==> src/rtl/lfsr_seq_ctrl.sv <==
// Run sequencer around a seedable 20-bit XNOR LFSR: emits a programmed number
// of words over valid/ready, with seed load, start, abort, done and lock-up guard.
module lfsr_seq_ctrl #(
  parameter int                 WIDTH    = 20,
  parameter int                 CNT_W    = 16,
  parameter logic [WIDTH-1:0]   DEF_SEED = 20'h00101
) (
  input  logic               clk,
  input  logic               nreset,
  input  logic               seed_we,
  input  logic [WIDTH-1:0]   seed_in,
  input  logic [CNT_W-1:0]   num_words,
  input  logic               start,
  input  logic               abort,
  output logic [WIDTH-1:0]   out_data,
  output logic               out_valid,
  input  logic               out_ready,
  output logic               busy,
  output logic               done,
  output logic               seed_err
);

  localparam logic [1:0] ST_IDLE = 2'd0;
  localparam logic [1:0] ST_RUN  = 2'd1;
  localparam logic [1:0] ST_CMPL = 2'd2;

  function automatic logic [WIDTH-1:0] lfsr_step(input logic [WIDTH-1:0] v);
    return {v[WIDTH-2:0], ~(v[6] ^ v[WIDTH-1])};
  endfunction

  // All-ones is the XNOR lock-up state: the register would never leave it.
  function automatic logic is_lockup(input logic [WIDTH-1:0] v);
    return &v;
  endfunction

  logic [1:0]       state_r;
  logic [1:0]       state_nxt_s;
  logic [WIDTH-1:0] seed_r;
  logic [WIDTH-1:0] lfsr_r;
  logic [CNT_W-1:0] rem_r;
  logic             valid_r;
  logic             busy_r;
  logic             done_r;
  logic             seed_err_r;

  logic             hs_s;
  logic             idle_like_s;
  logic             start_ok_s;
  logic             load_run_s;
  logic             last_s;
  logic             done_set_s;
  logic             seed_load_s;
  logic             err_set_s;
  logic [WIDTH-1:0] seed_sub_s;
  logic [WIDTH-1:0] eff_seed_s;

  // State register.
  always_ff @(posedge clk or negedge nreset) begin
    if (!nreset) begin
      state_r <= ST_IDLE;
    end else begin
      state_r <= state_nxt_s;
    end
  end

  // Next-state logic; abort wins over start and over the final handshake.
  always_comb begin
    state_nxt_s = state_r;
    case (state_r)
      ST_IDLE, ST_CMPL: begin
        if (abort) begin
          state_nxt_s = ST_IDLE;
        end else if (start) begin
          state_nxt_s = (num_words != '0) ? ST_RUN : ST_CMPL;
        end else begin
          state_nxt_s = state_r;
        end
      end
      ST_RUN: begin
        if (abort) begin
          state_nxt_s = ST_IDLE;
        end else if (last_s) begin
          state_nxt_s = ST_CMPL;
        end else begin
          state_nxt_s = ST_RUN;
        end
      end
      default: state_nxt_s = ST_IDLE;
    endcase
  end

  // Output/datapath control decode.
  always_comb begin
    hs_s        = valid_r & out_ready;
    idle_like_s = (state_r == ST_IDLE) || (state_r == ST_CMPL);
    start_ok_s  = idle_like_s & start & ~abort;
    load_run_s  = start_ok_s & (num_words != '0);
    last_s      = (state_r == ST_RUN) & hs_s & (rem_r == CNT_W'(1));
    done_set_s  = ~abort & ((start_ok_s & (num_words == '0)) | last_s);
    seed_load_s = seed_we & idle_like_s;
    err_set_s   = seed_load_s & is_lockup(seed_in);
    if (is_lockup(seed_in)) begin
      seed_sub_s = DEF_SEED;
    end else begin
      seed_sub_s = seed_in;
    end
    if (seed_we) begin
      eff_seed_s = seed_sub_s;
    end else begin
      eff_seed_s = seed_r;
    end
  end

  // Datapath and registered status outputs.
  always_ff @(posedge clk or negedge nreset) begin
    if (!nreset) begin
      seed_r     <= DEF_SEED;
      lfsr_r     <= DEF_SEED;
      rem_r      <= '0;
      valid_r    <= 1'b0;
      busy_r     <= 1'b0;
      done_r     <= 1'b0;
      seed_err_r <= 1'b0;
    end else begin
      if (seed_load_s) begin
        seed_r <= seed_sub_s;
      end
      // A handshake in the abort cycle still moves the word out.
      if (load_run_s) begin
        lfsr_r <= eff_seed_s;
      end else if (hs_s) begin
        lfsr_r <= lfsr_step(lfsr_r);
      end
      if (abort) begin
        rem_r <= '0;
      end else if (load_run_s) begin
        rem_r <= num_words;
      end else if (hs_s) begin
        rem_r <= rem_r - CNT_W'(1);
      end
      valid_r    <= (state_nxt_s == ST_RUN);
      busy_r     <= (state_nxt_s == ST_RUN);
      done_r     <= done_set_s;
      seed_err_r <= err_set_s;
    end
  end

  assign out_data  = lfsr_r;
  assign out_valid = valid_r;
  assign busy      = busy_r;
  assign done      = done_r;
  assign seed_err  = seed_err_r;

endmodule

==> config.mk <==
export PLATFORM = sky130hd
export DESIGN_NAME = lfsr_seq_ctrl
export DESIGN_NICKNAME = d
export VERILOG_FILES = /design/src/rtl/lfsr_seq_ctrl.sv
export SDC_FILE = /design/constraint.sdc
export NUM_CORES = 1
export LEC_CHECK = 0
export CORE_AREA = 2 2 86 88
export DETAILED_ROUTE_END_ITERATION = 10
export DIE_AREA = 0 0 88 90
export GPL_TIMING_DRIVEN = 1
export PLACE_DENSITY = 0.74
export SYNTH_ARGS = -nofsm -noshare
export SYNTH_HDL_FRONTEND = slang
export SYNTH_SLANG_ARGS = --single-unit
==> constraint.sdc <==
create_clock -name clk -period 2.4 [get_ports clk]
set_input_delay 0.72 -clock clk [delete_from_list [all_inputs] [get_ports clk]]
set_output_delay 0.72 -clock clk [all_outputs]
set_load 0.02 [all_outputs]
==> results.cfg <==
[outcome]
status = complete, no violations

[critical_path]
startpoint_type = flip-flop
critical_path.max_stage_delay_ps = 610
reg2reg_slack_ps = 390
critPathBufInv = 1
worst_path_dominant_cell_family = buffers and inverters
setup.worst_path.end_class = output port
worst-r2r-cell-count = 4
rr_endpoint = rem_r[15]$_DFFE_PN0P_
data_required_time_at_the_worst_endpoint_ps = 1680
crit_path_top_delay_cell = sky130_fd_sc_hd__clkdlybuf4s50_1
crit_fanout = 3
crit-reg2reg-launch = rem_r[8]$_DFFE_PN0P_
critical_setup_path_kind = reg -> out
timing.critical_path.arrival_ps = 1510
crit_chain = clkdlybuf4s50_1

[detailed_routing]
drt-pass1-iter-count = 4
post_drt_wl_per_cell_um = 17.03
antenna_left = 0
drc_violations_left = 0
num_vias = 3090
drt_first_iter_violations = 123
route.final.wire_length_um = 8957
via_per_instance_ratio = 5.875

[yosys]
synth_area_um2 = 3291
syn_area_per_cell_um2 = 9.678
synth.yosys.seq_area_share = 0.4654
synth_cell_types = 41
yosysWarnings = 0
post_synth_net_total = 384
yosys_register_bits = 61
postSynthCellCount = 340

[pwr]
p_int_mw = 2.162
report.power.total_mw = 3.195
static-leakage-power_nw = 1.768
power.ir.vdd_worst_mv = 0.4185
power.combinational.fraction = 0.308
switchingPower_mw = 1.033
sw_frac_of_total = 0.3232
power.density_cell_area_nw_per_um2 = 723.1
power.clock.fraction = 0.254
seqPwrFrac = 0.438

[cells_and_area]
nFillCells = 596
final_core_util = 0.6293
non_filler_instances = 526
mostFrequentLayoutCells = sky130_fd_sc_hd__clkdlybuf4s50_1, sky130_fd_sc_hd__dfrtp_1, sky130_fd_sc_hd__nand2_1
most_common_library_cell_in_the_layout_ignoring_fill_and_taps = sky130_fd_sc_hd__clkdlybuf4s50_1
n_antenna_cell = 0
area_growth_syn_to_layout_pct = 34.26
post_route_cells_drive_above_1_share = 0.1475
fin_nets = 466

[clock_tree]
cts-buffers-inserted = 9
clock_tree.root_cell = sky130_fd_sc_hd__clkbuf_8
clk-insertion-delay-late_ps = 340
cts_tree = yes
cts_hold_fix_bufs = 0
clock_path_buffers = 2
clock_sinks = 61
cts-resized-gates = 0
htree_levels = 3
clk_pin_slew_worst_paths_ps = 70
cts.repair_timing.setup_buffer_count = 0

[placement]
cell_count_post_placement = 510
place_congestion = 0.8658
port_buffers = 65
place_worst_setup_slack_ps = -57.79
place.detailed.hpwl_um = 6368

[timing]
relative_max_transition_margin = 0.6857
slew_violations = 0
finalSetupViolCount = 0
fin_tns_setup_ps = 0
post_route_setup_slack_ps = 168.9
layout_min_cycle_time_ps = 2231
final-hold-violation-count = 0
achievable-frequency_mhz = 448.2
worst_clock_skew_ps = 11.13
post-route-period-util = 0.9296
worst-slew-pin-transition_ps = 467.1
rsz0062_at_grt = no

[global_route]
grt_overflow_total = 0
track_usage = 0.2397
first_global_vias = 3134
grt_max_degree = 39
grt_first_pass_wirelength_um = 15020
antenna_found_initial = 0

[floorplan]
boundaryPins = 66
die-area_um2 = 7920
start_util = 0.4687
die_w_um = 88
die_y_um = 90
std_cell_rows = 31
floorplan.core_area_um2 = 7020

[min_path]
hold_path.class = in -> async

[run]
maximum_capacitance_violations = 0
cell usage after synthesis:
cell type	instances	share of area
sky130_fd_sc_hd__nand2_1	43	0.049
sky130_fd_sc_hd__buf_4	1	0.0023
sky130_fd_sc_hd__nand3_1	4	0.0061
sky130_fd_sc_hd__inv_1	3	0.0034
sky130_fd_sc_hd__xor2_1	11	0.029
sky130_fd_sc_hd__xnor2_1	1	0.0027
sky130_fd_sc_hd__nor4_4	1	0.0065
sky130_fd_sc_hd__a31oi_1	1	0.0019
sky130_fd_sc_hd__or4b_2	1	0.0030
sky130_fd_sc_hd__and2_1	1	0.0019
sky130_fd_sc_hd__or3_1	3	0.0057
sky130_fd_sc_hd__ha_1	2	0.0076
sky130_fd_sc_hd__o41ai_1	2	0.0053
sky130_fd_sc_hd__o31ai_1	3	0.0068
sky130_fd_sc_hd__nand3b_1	2	0.0046
sky130_fd_sc_hd__mux2_2	3	0.010
sky130_fd_sc_hd__or4_1	4	0.0091
sky130_fd_sc_hd__a311oi_1	4	0.011
sky130_fd_sc_hd__nor2_1	9	0.010
sky130_fd_sc_hd__a211oi_1	11	0.025
sky130_fd_sc_hd__clkbuf_1	24	0.027
sky130_fd_sc_hd__nor3_1	35	0.053
sky130_fd_sc_hd__dfstp_2	4	0.032
sky130_fd_sc_hd__nand4_1	7	0.013
sky130_fd_sc_hd__nand2b_1	1	0.0019
sky130_fd_sc_hd__a21oi_1	3	0.0046
sky130_fd_sc_hd__dfrtp_1	57	0.43
sky130_fd_sc_hd__or3_2	1	0.0023
sky130_fd_sc_hd__buf_2	5	0.0076
sky130_fd_sc_hd__a32oi_1	18	0.048
sky130_fd_sc_hd__a22o_1	18	0.048
sky130_fd_sc_hd__nand2_2	1	0.0019
sky130_fd_sc_hd__or2_2	1	0.0019
sky130_fd_sc_hd__nor4_1	5	0.0095
sky130_fd_sc_hd__and4bb_2	1	0.0038
sky130_fd_sc_hd__nor2b_1	18	0.034
sky130_fd_sc_hd__nand4b_1	2	0.0053
sky130_fd_sc_hd__o21ai_0	2	0.0030
sky130_fd_sc_hd__mux2i_1	6	0.018
sky130_fd_sc_hd__and4_1	3	0.0080
sky130_fd_sc_hd__o211ai_1	18	0.041
worst max-delay path by stage:
stage | start | end | depth (start not counted)
after detailed placement | seed_in[18] | out_data[12]$_DFFE_PN0P_ | 6
after floorplan | num_words[3] | rem_r[0]$_DFFE_PN0P_ | 6
after global placement | seed_in[18] | out_data[4]$_DFFE_PN0P_ | 6
final | out_data[8]$_DFFE_PN1P_ | out_data[8] | 1
after global routing | out_data[0]$_DFFE_PN1P_ | out_data[0] | 1
after CTS | out_data[0]$_DFFE_PN1P_ | out_data[0] | 1
layout make-up:
class,count,area (um2),area share
multi-input cells,246,1625,0.3679
flip-flops and latches,61,1531,0.3466
repair buffers,101,953.4,0.2158
clock buffers,14,162.7,0.03682
well taps,99,123.9,0.02804
inverters,3,11.26,0.002549
clock inverters,2,10.01,0.002266
cell families after synthesis:
logic type	Yosys count	synth area share
simple gates	143	0.2316
xor+xnor	12	0.03194
compound gates	80	0.1943
fa+ha+maj	2	0.007603
buf+inv	33	0.04068
flops	61	0.4654
mux	9	0.02852
registers in the layout, summed over array words and instances, names as in the netlist:
name / cells
busy: 1
seed_err: 1
rem_r: 16
seed_r: 20
out_data: 20
done: 1
state_r: 2
layer usage:
metal	vias up	share of wire	GRT usage
met5	-	0	0
met1	1515	0.45	0.3323
met4	0	0.021	0.09103
met3	18	0.053	0.03765
met2	102	0.48	0.3756
li1	1455	-	-
metrics by stage:
step | instance area [um2] | hold WS [ps]
6_report | 4418 | 330.2
5_1_grt | 4418 | 341.1
4_1_cts | 4418 | 329.3
3_5_place_dp | 4245 | 455.6
3_3_place_gp | 4245 | 439.3
2_1_floorplan | 3291 | 424.4
power by group through the flow:
stage | logic [mW] | clock network, mW | registers, mW
floorplan | 0.416 | 0 | 1.49
CTS | 0.992 | 0.821 | 1.40
global placement | 0.962 | 0 | 1.40
global route | 1.07 | 0.861 | 1.42
finish | 0.985 | 0.810 | 1.40
detailed placement | 0.988 | 0 | 1.41
Power figures use the tool's default switching activity.
